==> src/rtl/multicycle_ctrl.sv <==
// Multi-cycle control FSM for the MIPS-subset datapath: sequences IF/ID/EXEC/MEM/WB,
// handles a variable-latency memory handshake, traps illegal instructions and counts retirements.
module multicycle_ctrl #(
   parameter int INSTR_W       = 32,
   parameter int CNT_W         = 32,
   parameter bit MEM_HANDSHAKE = 1'b1
) (
   input  logic               clk,
   input  logic               reset,
   input  logic [INSTR_W-1:0] instr,
   input  logic               alu_zero,
   input  logic               mem_ready,
   input  logic               halt,
   output logic               pc_we,
   output logic               ir_we,
   output logic               a_we,
   output logic               b_we,
   output logic               reg_we,
   output logic               mem_we,
   output logic               mem_req,
   output logic [1:0]         reg_dst,
   output logic [1:0]         wb_sel,
   output logic [1:0]         alu_src_a,
   output logic [1:0]         alu_src_b,
   output logic [2:0]         alu_op,
   output logic [1:0]         pc_src,
   output logic [2:0]         state,
   output logic               illegal,
   output logic [CNT_W-1:0]   retired
);

   typedef enum logic [2:0] {
      S_IF   = 3'd0,
      S_ID   = 3'd1,
      S_EXEC = 3'd2,
      S_MEM  = 3'd3,
      S_WB   = 3'd4,
      S_TRAP = 3'd5,
      S_HALT = 3'd6
   } state_t;

   localparam logic [5:0] OP_RTYPE = 6'h00;
   localparam logic [5:0] OP_J     = 6'h02;
   localparam logic [5:0] OP_JAL   = 6'h03;
   localparam logic [5:0] OP_BEQ   = 6'h04;
   localparam logic [5:0] OP_BNE   = 6'h05;
   localparam logic [5:0] OP_ADDI  = 6'h08;
   localparam logic [5:0] OP_XORI  = 6'h0E;
   localparam logic [5:0] OP_LW    = 6'h23;
   localparam logic [5:0] OP_SW    = 6'h2B;

   localparam logic [5:0] FN_JR  = 6'h08;
   localparam logic [5:0] FN_ADD = 6'h20;
   localparam logic [5:0] FN_SUB = 6'h22;
   localparam logic [5:0] FN_SLT = 6'h2A;

   localparam logic [2:0] ALU_ADD = 3'd0;
   localparam logic [2:0] ALU_SUB = 3'd1;
   localparam logic [2:0] ALU_XOR = 3'd2;
   localparam logic [2:0] ALU_SLT = 3'd3;

   state_t             state_q, state_d;
   logic               fetch_q, fetch_d;
   logic               illegal_q, illegal_d;
   logic [CNT_W-1:0]   retired_q, retired_d;

   logic [5:0] opcode, funct;
   logic       mem_rdy, is_rtype, legal;
   logic       pc_we_c, ir_we_c, a_we_c, b_we_c, reg_we_c, mem_we_c, mem_req_c;
   logic       unused_instr;

   assign opcode       = instr[INSTR_W-1 -: 6];
   assign funct        = instr[5:0];
   assign unused_instr = ^instr[INSTR_W-7:6];
   assign mem_rdy      = MEM_HANDSHAKE ? mem_ready : 1'b1;
   assign is_rtype     = (opcode == OP_RTYPE);

   always_comb begin
      legal = 1'b0;
      case (opcode)
         OP_RTYPE: legal = (funct == FN_ADD) || (funct == FN_SUB) ||
                           (funct == FN_SLT) || (funct == FN_JR);
         OP_J, OP_JAL, OP_BEQ, OP_BNE, OP_ADDI, OP_XORI, OP_LW, OP_SW: legal = 1'b1;
         default:  legal = 1'b0;
      endcase
   end

   always_comb begin
      state_d   = state_q;
      fetch_d   = 1'b0;
      pc_we_c   = 1'b0;
      ir_we_c   = 1'b0;
      a_we_c    = 1'b0;
      b_we_c    = 1'b0;
      reg_we_c  = 1'b0;
      mem_we_c  = 1'b0;
      mem_req_c = 1'b0;
      reg_dst   = 2'd0;
      wb_sel    = 2'd0;
      alu_src_a = 2'd0;
      alu_src_b = 2'd0;
      alu_op    = ALU_ADD;
      pc_src    = 2'd0;
      case (state_q)
         S_IF: begin
            // halt is honoured only before a fetch has been issued
            if (!fetch_q && halt) begin
               state_d = S_HALT;
            end else begin
               mem_req_c = 1'b1;
               alu_src_b = 2'd3;
               if (mem_rdy) begin
                  ir_we_c = 1'b1;
                  pc_we_c = 1'b1;
                  state_d = S_ID;
               end else begin
                  fetch_d = 1'b1;
               end
            end
         end
         S_ID: begin
            a_we_c    = 1'b1;
            b_we_c    = 1'b1;
            alu_src_b = 2'd2;
            if (!legal) begin
               state_d = S_TRAP;
            end else if (opcode == OP_J) begin
               pc_we_c = 1'b1;
               pc_src  = 2'd1;
               state_d = S_IF;
            end else if (opcode == OP_JAL) begin
               pc_we_c  = 1'b1;
               pc_src   = 2'd1;
               reg_we_c = 1'b1;
               reg_dst  = 2'd2;
               wb_sel   = 2'd2;
               state_d  = S_IF;
            end else begin
               state_d = S_EXEC;
            end
         end
         S_EXEC: begin
            case (opcode)
               OP_LW, OP_SW: begin
                  alu_src_a = 2'd1;
                  alu_src_b = 2'd1;
                  state_d   = S_MEM;
               end
               OP_ADDI, OP_XORI: begin
                  alu_src_a = 2'd1;
                  alu_src_b = 2'd1;
                  alu_op    = (opcode == OP_XORI) ? ALU_XOR : ALU_ADD;
                  state_d   = S_WB;
               end
               OP_BEQ, OP_BNE: begin
                  alu_op    = ALU_SUB;
                  alu_src_a = 2'd1;
                  pc_src    = 2'd3;
                  pc_we_c   = (opcode == OP_BEQ) ? alu_zero : !alu_zero;
                  state_d   = S_IF;
               end
               OP_RTYPE: begin
                  alu_src_a = 2'd1;
                  if (funct == FN_JR) begin
                     pc_we_c = 1'b1;
                     pc_src  = 2'd2;
                     state_d = S_IF;
                  end else begin
                     alu_op  = (funct == FN_SUB) ? ALU_SUB :
                               (funct == FN_SLT) ? ALU_SLT : ALU_ADD;
                     state_d = S_WB;
                  end
               end
               default: state_d = S_TRAP;
            endcase
         end
         S_MEM: begin
            mem_req_c = 1'b1;
            mem_we_c  = (opcode == OP_SW);
            if (mem_rdy) state_d = (opcode == OP_SW) ? S_IF : S_WB;
         end
         S_WB: begin
            reg_we_c = 1'b1;
            if (opcode == OP_LW) begin
               wb_sel  = 2'd1;
               reg_dst = 2'd1;
            end else if (!is_rtype) begin
               reg_dst = 2'd1;
            end
            state_d = S_IF;
         end
         S_TRAP: state_d = S_TRAP;
         S_HALT: if (!halt) state_d = S_IF;
         default: state_d = S_IF;
      endcase
   end

   // Retirement is any return to IF from the instruction-execution states
   always_comb begin
      retired_d = retired_q;
      if (state_d == S_IF && (state_q == S_ID || state_q == S_EXEC ||
                              state_q == S_MEM || state_q == S_WB))
         retired_d = retired_q + 1'b1;
      illegal_d = illegal_q | (state_d == S_TRAP);
   end

   always_ff @(posedge clk or negedge reset) begin
      if (!reset) begin
         state_q   <= S_IF;
         fetch_q   <= 1'b0;
         illegal_q <= 1'b0;
         retired_q <= '0;
      end else begin
         state_q   <= state_d;
         fetch_q   <= fetch_d;
         illegal_q <= illegal_d;
         retired_q <= retired_d;
      end
   end

   assign pc_we   = pc_we_c   & reset;
   assign ir_we   = ir_we_c   & reset;
   assign a_we    = a_we_c    & reset;
   assign b_we    = b_we_c    & reset;
   assign reg_we  = reg_we_c  & reset;
   assign mem_we  = mem_we_c  & reset;
   assign mem_req = mem_req_c & reset;
   assign state   = state_q;
   assign illegal = illegal_q;
   assign retired = retired_q;

endmodule
==> config.mk <==
export PLATFORM = sky130hd
export DESIGN_NAME = multicycle_ctrl
export DESIGN_NICKNAME = d
export VERILOG_FILES = /design/src/rtl/multicycle_ctrl.sv
export SDC_FILE = /design/constraint.sdc
export NUM_CORES = 1
export LEC_CHECK = 0
export ABC_AREA = 0
export CAP_MARGIN = 15
export CORE_AREA = 5 5 82 84
export DETAILED_ROUTE_END_ITERATION = 10
export DIE_AREA = 0 0 87 89
export PLACE_DENSITY = 0.74
export SETUP_SLACK_MARGIN = 0.02
export SKIP_LAST_GASP = 1
export SLEW_MARGIN = 20
export SYNTH_ARGS = -nofsm -noshare
export SYNTH_HDL_FRONTEND = slang
export SYNTH_SLANG_ARGS = --single-unit
export TNS_END_PERCENT = 10
==> constraint.sdc <==
create_clock -name clk -period 4.85 [get_ports clk]
set_input_delay 0.97 -clock clk [delete_from_list [all_inputs] [get_ports clk]]
set_output_delay 0.97 -clock clk [all_outputs]
set_load 0.02 [all_outputs]
After elaboration in Yosys (flattened, before gate mapping). Cells that the tools add are included.

Add/subtract/negate cells: 1. Equality and inequality tests: 19. Muxes and demuxes: 57. Bitwise gates (word level): 7. Reduce and logical (&&, ||, !) cells: 19.

Operators by type and width (number): $add 32x1->32 const B (1); $eq 6x6->1 const B (5); $mux 1 (25); $mux 2 (12); $mux 3 (7); $eq 6x4->1 const B (3); $pmux 3 s6 (1); $pmux 2 s2 (4); $eq 3x3->1 const B (4); $eq 6x2->1 const B (2); $eq 6x3->1 const B (2); $pmux 2 s3 (2); $pmux 3 s4 (1); $pmux 1 s2 (4); $reduce_or 8->1 (1); $reduce_or 7->1 (1); $and 1x1->1 (6); $eq 3x2->1 const B (2); $logic_not 3->1 (2); $logic_not 6->1 (1); $logic_or 1x1->1 (6); $reduce_or 2->1 (3); $reduce_or 4->1 (1); $eq 3x1->1 const B (1); 4 further kinds (6).

Register bits: 37. Input bits: 37. Word-level logic and storage cells: 107.

Longest topological paths before layout. Gate-level depths: netlist (run 1).

Depth in word-level cells: 9. Depth in mapped cells: 9. Depth with buffers taken out: 7.

Worst setup path before layout (run 1). No wires, ideal clock.

Path kind: input to output. Start: in instr[31]. End: out pc_we. Arrival: 2505 ps. Data required time: 3880 ps. Setup slack: 1375 ps. Cell stages on the path: 5. Path buffers: 1. Path through: buf_2 > or3_4 > nor4_1 > nand3_1 > a221oi_1.

Word-level cells in the longest chain between the ends: 6. Elaborated cells on any way between the ends: 19.

Ends and longest elaborated chain: from (decl) (RTL line 10) `input logic [INSTR_W-1:0] instr,`; $eq 6x2->1, or another cell as far along (RTL line 80, 127); $reduce_or 8->1 or $mux 1 (tied branches) (RTL line 80, 131); $pmux 1 s2 or $mux 1 (tied branches) (RTL line 80, 127); $mux 1 (RTL line 125) `if (!legal) begin`; $pmux 1 s3 (*) (RTL line 104) `case (state_q)`; $and 1x1->1 (*) (RTL line 221) `assign pc_we = pc_we_c & reset;`; to (decl) (RTL line 14) `output logic pc_we,`.

Every way passes the cells marked *; elsewhere a longest branch is shown, timed or not.

Worst setup path after layout (run 1). Ends and elaborated chain as after synthesis.

==> impl_metrics.toml, run 1 <==
[cells_and_area]
finalInstanceArea_um2 = 3117
share_of_cells_above_drive_strength_1_pct = 6.667
utilization_after_layout_pct = 53.27
post_layout_nonfiller_instances = 390
syn2layout_area_growth_pct = 35.16
n_fill_cell = 532
antennaDiodeCount = 0
layout.nets = 353

[detailed_routing]
routed_wirelength_um = 5929
wire_per_inst_um = 15.20
firstDrtPassIters = 4
drtAntennaViolNets = 0
drt_iter0_drc = 106
route.detailed.vias_per_inst = 5.526
dr_total_vias = 2155
drc_viols = 0

[yosys]
synth_enable_flop_cells = 0
ys.flop_type = "sky130_fd_sc_hd__dfrtp_1"
synth_area_um2 = 2306
yosysUniqueCellTypes = 51
ys_ff_latch = 37
syn_inst = 251
yosysWarningCount = 0
syn-mean-instance-area_um2 = 9.187
ys_async_sr_fraction_pct = 100.0
seq_area_frac_synth_pct = 40.15

[setup_path]
peak_fanout_along_the_critical_path = 8
worst-r2r-cell-count = 7
worst-endpoint-required_ps = 3880
critical_path.reg2reg.endpoint = "retired[28]"
cp-end-kind = "output port"
crit_path_category = "primary input to output port"
startpoint_type = "primary input"
regToRegStartpoint = "state[0]"
reg2reg_slack_ps = 2250
cp.arrival_ps = 3470

[timing]
period_utilization_post_route_pct = 91.56
fin_max_slew_vios = 0
timing.slew.headroom_pct = 64.39
min_tclk_post_route_ps = 4441
hold_violations = 0
final.setup.worst_slack_ps = 409.2
setup_total_neg_slack_ps = 0
timing_worst_slew_pin_value_ps = 532.6
fin_skew_ps = 5.266
clock.fmax_ghz = 0.2252
finalHoldWorstSlack_ps = 464.0
grt_setup_unrepaired = "no"
setup-violations-final = 0

[status]
outcome = "finished clean"

[placement]
buffer_ports.inserted = 70
detailed_place_hpwl_um = 4489
place_congestion = 0.8673
placement.setup.worst_slack_ps = 440.3
place_inst = 383
placement.cell_area_um2 = 3030

[die]
dieHeight_um = 89
core.rowCount = 28
initial_utilization_pct = 39.41
total_die_area_um2 = 7743
fp.coreArea_um2 = 5851
io-pin-count = 93
die-width_um = 87

[clock_tree]
root_buffer = "sky130_fd_sc_hd__clkbuf_8"
cts_setup_buffers = 0
cts_htree_levels = 2
numCtsBuffers = 5
clk_pin_slew_worst_paths_ps = 70
clock-sinks = 37
tritoncts_clock_tree = "built"
cts_hold_buf = 0
worstSkewPairLatency_ps = 290
cts_resized = 0
ctsLongestPathBuffers = 2

[grt]
grt_first_pass_wirelength_um = 9653
grt_max_degree = 38
grt-ovfl-total = 0
first_global_vias = 2007
track_usage_pct = 15.63
antenna_found_initial = 0

[pwr]
total_power_mw = 1.137
ir_worst_vdd_mv = 0.2935
p_per_area_nw_per_um2 = 364.8
p_leak_nw = 1.325

[flow_run]
drv_cap = 0

[min_path]
min-delay-start = "illegal"
sink_of_the_worst_hold_path = "illegal"
whs_path_depth = 1
timing.hold.worst.class = "flop to flop"
sequential cells by signal (all words and copies together), names as in the netlist:
signal   count
state        3
fetch_q      1
retired     32
illegal      1
cell type report:
type                       instances  area [um2]  share of cell area (%)
clock buffer                       7       86.33                   2.770
sequential                        37       925.9                   29.71
inverter                           6       22.52                  0.7226
timing repair buffer              74       725.7                   23.28
multi-input combinational        191        1262                   40.51
tap                               75       93.84                   3.011
worst max path at each step:
stage                    from    end  slack (ps)  cells past startpoint
finish              instr[31]  pc_we         410                      6
global route        instr[31]  pc_we         270                      6
CTS                 instr[31]  pc_we         430                      6
detailed placement  instr[31]  pc_we         440                      6
global placement    instr[31]  pc_we         490                      6
floorplan           instr[31]  pc_we        1370                      5
cell usage after synthesis (2+ instances only):
cell / n / area, um2
sky130_fd_sc_hd__dfrtp_1: 37 / 925.9
sky130_fd_sc_hd__nand2_1: 23 / 86.33
sky130_fd_sc_hd__nor2_1: 17 / 63.81
sky130_fd_sc_hd__xnor2_1: 17 / 148.9
sky130_fd_sc_hd__xor2_1: 17 / 148.9
sky130_fd_sc_hd__nand3_1: 16 / 80.08
sky130_fd_sc_hd__nor3_1: 15 / 75.07
sky130_fd_sc_hd__nand4_1: 13 / 81.33
sky130_fd_sc_hd__and3_1: 8 / 50.05
sky130_fd_sc_hd__clkbuf_1: 6 / 22.52
sky130_fd_sc_hd__inv_1: 6 / 22.52
sky130_fd_sc_hd__buf_2: 5 / 25.02
sky130_fd_sc_hd__nor4_1: 5 / 31.28
sky130_fd_sc_hd__or3_1: 5 / 31.28
sky130_fd_sc_hd__buf_4: 4 / 30.03
sky130_fd_sc_hd__nand2b_1: 4 / 25.02
sky130_fd_sc_hd__o31ai_1: 4 / 30.03
sky130_fd_sc_hd__nor2b_1: 3 / 18.77
sky130_fd_sc_hd__nor4_2: 3 / 37.54
sky130_fd_sc_hd__o21ai_0: 3 / 15.01
sky130_fd_sc_hd__a21oi_1: 2 / 10.01
sky130_fd_sc_hd__a31oi_1: 2 / 12.51
sky130_fd_sc_hd__and2_1: 2 / 12.51
sky130_fd_sc_hd__and4_1: 2 / 17.52
sky130_fd_sc_hd__and4b_1: 2 / 20.02
sky130_fd_sc_hd__buf_6: 2 / 22.52
sky130_fd_sc_hd__nor3b_1: 2 / 15.01
sky130_fd_sc_hd__o21a_1: 2 / 15.01
sky130_fd_sc_hd__o22a_1: 2 / 17.52
cell usage in the layout, fill, tap and decap left out, types with 2 or more instances in the layout:
| cell type | instances |
|---|---|
| sky130_fd_sc_hd__xor2_1 | 17 |
| sky130_fd_sc_hd__buf_4 | 4 |
| sky130_fd_sc_hd__a21oi_1 | 2 |
| sky130_fd_sc_hd__nand2b_1 | 4 |
| sky130_fd_sc_hd__o31ai_1 | 4 |
| sky130_fd_sc_hd__and3_1 | 8 |
| sky130_fd_sc_hd__a31oi_1 | 2 |
| sky130_fd_sc_hd__xnor2_1 | 17 |
| sky130_fd_sc_hd__o21ai_0 | 3 |
| sky130_fd_sc_hd__inv_1 | 6 |
| sky130_fd_sc_hd__nor3b_1 | 2 |
| sky130_fd_sc_hd__nor4_2 | 3 |
| sky130_fd_sc_hd__clkbuf_8 | 6 |
| sky130_fd_sc_hd__nor2_1 | 17 |
| sky130_fd_sc_hd__dfrtp_1 | 37 |
| sky130_fd_sc_hd__and4_1 | 2 |
| sky130_fd_sc_hd__and4b_1 | 2 |
| sky130_fd_sc_hd__nor3_1 | 15 |
| sky130_fd_sc_hd__and2_1 | 2 |
| sky130_fd_sc_hd__nand4_1 | 13 |
| sky130_fd_sc_hd__clkdlybuf4s50_1 | 69 |
| sky130_fd_sc_hd__o21a_1 | 2 |
| sky130_fd_sc_hd__or3_1 | 5 |
| sky130_fd_sc_hd__nor2b_1 | 3 |
| sky130_fd_sc_hd__o22a_1 | 2 |
| sky130_fd_sc_hd__nand2_1 | 23 |
| sky130_fd_sc_hd__nor4b_2 | 2 |
| sky130_fd_sc_hd__nor4_1 | 5 |
| sky130_fd_sc_hd__nand3_1 | 16 |
| sky130_fd_sc_hd__conb_1 | 2 |
critical path, stage by stage:
cell	delay (ps)
sky130_fd_sc_hd__clkdlybuf4s50_1	530
sky130_fd_sc_hd__or3_4	420
sky130_fd_sc_hd__nor4_1	400
sky130_fd_sc_hd__nand3_1	180
sky130_fd_sc_hd__a221oi_1	310
sky130_fd_sc_hd__clkdlybuf4s50_1	660
metal layers:
metal	global-route usage, %	vias up	share of wire [%]
li1	-	1022	-
met1	21.07	1063	44
met2	25.12	58	49
met3	2.857	12	4.9
met4	5.807	0	1.9
met5	0	-	0
where the power goes:
part / switching, mW / leakage [nW] / total (mW) / internal, mW
Combinational: 0.286 / 0.787 / 0.503 / 0.217
Clock: 0.107 / 0.0443 / 0.220 / 0.113
Sequential: 0.0712 / 0.493 / 0.414 / 0.343
kinds of logic (layout without fill, tap and decap cells):
| logic type | Yosys count | count (layout) | synth area share [%] |
|---|---|---|---|
| fa+ha+maj | 1 | 1 | 0.5425 |
| mux | 2 | 2 | 1.085 |
| other cells | 1 | 2 | 0.1626 |
| xor+xnor | 34 | 34 | 12.91 |
| compound gates | 24 | 24 | 8.139 |
| simple gates | 128 | 128 | 31.47 |
| buf+inv | 24 | 87 | 5.534 |
| flops | 37 | 37 | 40.15 |
Power figures use the tool's default switching activity.
==> run 2, diff against run 1 <==
PLACE_DENSITY = 0.77   (was 0.74)
REMOVE_ABC_BUFFERS = 1   (was unset)
SETUP_SLACK_MARGIN = 0.1   (was 0.02)
==> impl_metrics.toml, run 2 (same netlist as run 1, synthesis figures left out) <==
[setup_path]
crit_path_top_delay_cell = "sky130_fd_sc_hd__clkdlybuf4s50_1"
cp.arrival_ps = 3380
worst-path-stages = 6
timing.critical_path.cells = "clkdlybuf4s50_1 > or3_4 > nor4_1 > nand3_1 > a221oi_1 > clkdlybuf4s50_1"
cpPeakStageDelay_ps = 650
worst-endpoint-required_ps = 3880
crit_path_category = "primary input to output port"
startpoint_type = "primary input"
worstPathBufferInverterCount = 2
critical-path-top-delay-family = "buffers and inverters"
worst-r2r-cell-count = 7
reg2reg_slack_ps = 2210
peak_fanout_along_the_critical_path = 9
crit_path_frequent_cell = "sky130_fd_sc_hd__clkdlybuf4s50_1"
cp-end-kind = "output port"

[clock_tree]
cts_hold_buf = 0
ctsLongestPathBuffers = 2
tritoncts_clock_tree = "built"
worstSkewPairLatency_ps = 280
cts_setup_buffers = 0
cts_resized = 0
cts_htree_levels = 2
clock-sinks = 37
root_buffer = "sky130_fd_sc_hd__clkbuf_8"
numCtsBuffers = 5
clk_pin_slew_worst_paths_ps = 70

[detailed_routing]
wire_per_inst_um = 15.28
drc_viols = 0
drtAntennaViolNets = 0
routed_wirelength_um = 5974
drt_iter0_drc = 72
dr_total_vias = 2084
route.detailed.vias_per_inst = 5.330
firstDrtPassIters = 4

[grt]
first_global_vias = 2049
track_usage_pct = 16.49
antenna_found_initial = 0
grt_max_degree = 28
grt_first_pass_wirelength_um = 10210
grt-ovfl-total = 0

[cells_and_area]
antennaDiodeCount = 0
largest_register_ff_count = 32
layout.nets = 353
n_fill_cell = 543
syn2layout_area_growth_pct = 36.46
share_of_cells_above_drive_strength_1_pct = 6.962
mostFrequentLayoutCells = "sky130_fd_sc_hd__clkdlybuf4s50_1, sky130_fd_sc_hd__dfrtp_1, sky130_fd_sc_hd__nand2_1"
mostFrequentLayoutCell = "sky130_fd_sc_hd__clkdlybuf4s50_1"
finalInstanceArea_um2 = 3147

[timing]
setup-violations-final = 0
fin_max_slew_vios = 0
timing_worst_slew_pin_value_ps = 559.7
timing.slew.headroom_pct = 62.68
fin_skew_ps = 8.107
min_tclk_post_route_ps = 4351
setup_total_neg_slack_ps = 0
clock.fmax_ghz = 0.2299
hold_violations = 0
period_utilization_post_route_pct = 89.70
grt_setup_unrepaired = "no"

[die]
core.rowCount = 28
io-pin-count = 93
die-width_um = 87
initial_utilization_pct = 39.41
fp.coreArea_um2 = 5851
dieHeight_um = 89
total_die_area_um2 = 7743

[placement]
place_congestion = 0.9405
buffer_ports.inserted = 70
placement.cell_area_um2 = 3030
detailed_place_hpwl_um = 4558

[pwr]
p_per_area_nw_per_um2 = 379.2
p_leak_nw = 1.339
ir_worst_vdd_mv = 0.3746

[flow_run]
drv_cap = 0

[status]
outcome = "finished clean"

[min_path]
whs_path_depth = 1
timing.hold.worst.class = "flop to flop"
==> run 2: changes by cell type in the layout (fill, tap and decap cells not counted) <==
cell / delta
sky130_fd_sc_hd__bufinv_16: +1
==> run 2: stage by stage <==
| stage | power [mW] | hold WS (ps) | setup slack, ps | utilization, % | cells |
|---|---|---|---|---|---|
| floorplan | 0.7000 | 565.4 | 1275 | - | 234 |
| global placement | 0.9195 | 464.2 | 501.1 | 51.80 | 383 |
| detailed placement | 0.9253 | 467.2 | 509.3 | 51.80 | 383 |
| CTS | 1.201 | 487.0 | 503.8 | 53.79 | 391 |
| global route | 1.276 | 515.3 | 354.6 | 53.79 | 391 |
| finish | 1.193 | 487.1 | 499.4 | 53.79 | 391 |
==> run 2: per-layer routing <==
| metal | vias to the layer above | global-route usage [%] | routed length [um] |
|---|---|---|---|
| li1 | 1019 | - | - |
| met1 | 1012 | 22.46 | 2746 |
| met2 | 47 | 27.05 | 2910 |
| met3 | 6 | 3.226 | 262 |
| met4 | 0 | 4.108 | 54 |
| met5 | - | 0 | 0 |
==> run 2: cell type report <==
class / instances / area [um2] / share of cell area [%]
tap: 75 / 93.84 / 2.982
inverter: 6 / 22.52 / 0.7157
sequential: 37 / 925.9 / 29.42
timing repair buffer: 74 / 725.7 / 23.06
multi-input combinational: 191 / 1262 / 40.12
clock buffer: 7 / 86.33 / 2.744
clock inverter: 1 / 30.03 / 0.9543
==> run 2: final timing paths <==
path / startpoint / endpoint
min reg2reg: illegal / illegal
max: instr[30] / pc_we
min in group asynchronous: reset / retired[12]
max in group asynchronous: reset / retired[7]
min: illegal / illegal
max reg2reg: state[0] / retired[26]
==> run 2: worst register-to-register path, cell delays in order, from the launching register on <==
cell and delay, ps:
sky130_fd_sc_hd__dfrtp_1 590, sky130_fd_sc_hd__and3b_1 310, sky130_fd_sc_hd__o311a_1 130, sky130_fd_sc_hd__nor2_1 130
sky130_fd_sc_hd__nand3_1 130, sky130_fd_sc_hd__or4b_4 700, sky130_fd_sc_hd__nor4_1 380, sky130_fd_sc_hd__xor2_1 200
==> run 2: power breakdown <==
part	total, mW	switching (mW)	internal, mW	leakage (nW)
registers	0.418	0.0752	0.343	0.493
clock network	0.272	0.105	0.168	0.0585
logic	0.503	0.286	0.217	0.787
total	1.19	0.466	0.727	1.34
==> run 3, diff against run 2 <==
CORE_AREA = 5 5 77 79   (was 5 5 82 84)
DIE_AREA = 0 0 82 84   (was 0 0 87 89)
PLACE_DENSITY = 0.86   (was 0.77)
==> impl_metrics.toml, run 3 (same netlist as run 1, synthesis figures left out) <==
[setup_path]
crit_path_category = "primary input to output port"
peak_fanout_along_the_critical_path = 12
regToRegStartpoint = "state[0]"
worst-endpoint-required_ps = 3880
cp-end-kind = "output port"
crit_path_frequent_cell = "sky130_fd_sc_hd__clkdlybuf4s50_1"
cpPeakStageDelay_ps = 660
critical_path.reg2reg.endpoint = "retired[28]"
cp.arrival_ps = 3470
reg2reg_slack_ps = 2210
crit_path_top_delay_cell = "sky130_fd_sc_hd__clkdlybuf4s50_1"
worst-r2r-cell-count = 7
startpoint_type = "primary input"
timing.critical_path.cells = "clkdlybuf4s50_1 > or3_4 > nor4_1 > nand3_1 > a221oi_1 > clkdlybuf4s50_1"

[placement]
buffer_ports.inserted = 70
place_inst = 379
place_congestion = 0.8712
placement.cell_area_um2 = 3019
detailed_place_hpwl_um = 4383

[timing]
fin_skew_ps = 6.319
grt_setup_unrepaired = "no"
clock.fmax_ghz = 0.2252
min_tclk_post_route_ps = 4441
hold_violations = 0
setup-violations-final = 0
timing.slew.headroom_pct = 62.98
timing_worst_slew_pin_value_ps = 555.3
setup_total_neg_slack_ps = 0
period_utilization_post_route_pct = 91.57
fin_max_slew_vios = 0

[clock_tree]
cts_resized = 0
cts_htree_levels = 2
tritoncts_clock_tree = "built"
clk_pin_slew_worst_paths_ps = 70
clock-sinks = 37
numCtsBuffers = 5
ctsLongestPathBuffers = 2
root_buffer = "sky130_fd_sc_hd__clkbuf_8"
cts_setup_buffers = 0
worstSkewPairLatency_ps = 280
cts_hold_buf = 0

[cells_and_area]
post_layout_nonfiller_instances = 387
utilization_after_layout_pct = 59.21
mostFrequentLayoutCell = "sky130_fd_sc_hd__clkdlybuf4s50_1"
share_of_cells_above_drive_strength_1_pct = 6.984
antennaDiodeCount = 0
mostFrequentLayoutCells = "sky130_fd_sc_hd__clkdlybuf4s50_1, sky130_fd_sc_hd__dfrtp_1, sky130_fd_sc_hd__nand2_1"
largest_register_ff_count = 32
finalInstanceArea_um2 = 3120
syn2layout_area_growth_pct = 35.32
layout.nets = 352

[die]
core.rowCount = 27
total_die_area_um2 = 6888
fp.coreArea_um2 = 5270
dieHeight_um = 84
initial_utilization_pct = 43.76
die-width_um = 82
io-pin-count = 93

[detailed_routing]
routed_wirelength_um = 5835
drc_viols = 0
firstDrtPassIters = 5
route.detailed.vias_per_inst = 5.434
drt_iter0_drc = 140
wire_per_inst_um = 15.08
dr_total_vias = 2103
drtAntennaViolNets = 0

[flow_run]
drv_cap = 0

[grt]
grt_first_pass_wirelength_um = 10100
antenna_found_initial = 0
grt-ovfl-total = 0
grt_max_degree = 35
track_usage_pct = 18.38
first_global_vias = 2111

[status]
outcome = "finished clean"

[pwr]
p_per_area_nw_per_um2 = 369.2
ir_worst_vdd_mv = 0.2481
p_leak_nw = 1.330

[min_path]
timing.hold.worst.class = "flop to flop"
whs_path_depth = 1
sink_of_the_worst_hold_path = "illegal"
min-delay-start = "illegal"
## run 3: cell types whose count changed in the layout (fill, tap and decap cells not counted)
| cell | delta |
|---|---|
| sky130_fd_sc_hd__clkinv_2 | +1 |
| sky130_fd_sc_hd__buf_4 | -1 |
| sky130_fd_sc_hd__bufinv_16 | -1 |
| sky130_fd_sc_hd__clkbuf_1 | -1 |
| sky130_fd_sc_hd__clkbuf_8 | +1 |
## run 3: worst max-delay path by stage
stage	start	to	slack [ps]	cells after the start
2_1_floorplan	instr[26]	retired[7]	1270	7
3_3_place_gp	instr[30]	pc_we	420	6
3_5_place_dp	instr[30]	pc_we	420	6
4_1_cts	instr[30]	pc_we	410	6
5_1_grt	instr[30]	pc_we	250	6
6_report	instr[30]	pc_we	410	6
## run 3: final cells by class
| type | count | area [um2] |
|---|---|---|
| Tap cell | 72 | 90.09 |
| Inverter | 6 | 22.52 |
| Multi-Input combinational cell | 191 | 1262 |
| Fill cell | 479 | 2150 |
| Clock inverter | 1 | 5.005 |
| Timing Repair Buffer | 73 | 718.2 |
| Clock buffer | 7 | 96.34 |
| Sequential cell | 37 | 925.9 |
## run 3: per-layer routing
| layer | track usage (%) | share of wire [%] | routed length (um) | vias to the layer above |
|---|---|---|---|---|
| met3 | 3.780 | 4.9 | 283 | 9 |
| met2 | 28.95 | 49 | 2847 | 50 |
| met5 | 0 | 0 | 0 | - |
| met4 | 5.136 | 1.5 | 85 | 0 |
| li1 | - | - | - | 1026 |
| met1 | 25.25 | 45 | 2619 | 1018 |
## run 3: worst max-delay path, delay by kind of cell
kind | cells | cell delay [ps]
compound gates | 1 | 270
buf+inv | 2 | 1280
simple gates | 3 | 950
## run 3: power breakdown
group | total [mW] | leakage (nW) | switching (mW) | internal (mW)
Clock | 0.233 | 0.0542 | 0.105 | 0.128
Combinational | 0.503 | 0.783 | 0.287 | 0.216
Sequential | 0.416 | 0.493 | 0.0726 | 0.343
## run 3: metrics by stage
| step | hold slack, ps | power, mW | setup WS (ps) |
|---|---|---|---|
| 3_3_place_gp | 453.2 | 0.9128 | 420.1 |
| 3_5_place_dp | 458.6 | 0.9219 | 415.8 |
| 5_1_grt | 499.3 | 1.227 | 249.0 |
| 4_1_cts | 472.7 | 1.157 | 413.0 |
| 2_1_floorplan | 565.4 | 0.7000 | 1275 |
| 6_report | 463.7 | 1.152 | 408.7 |
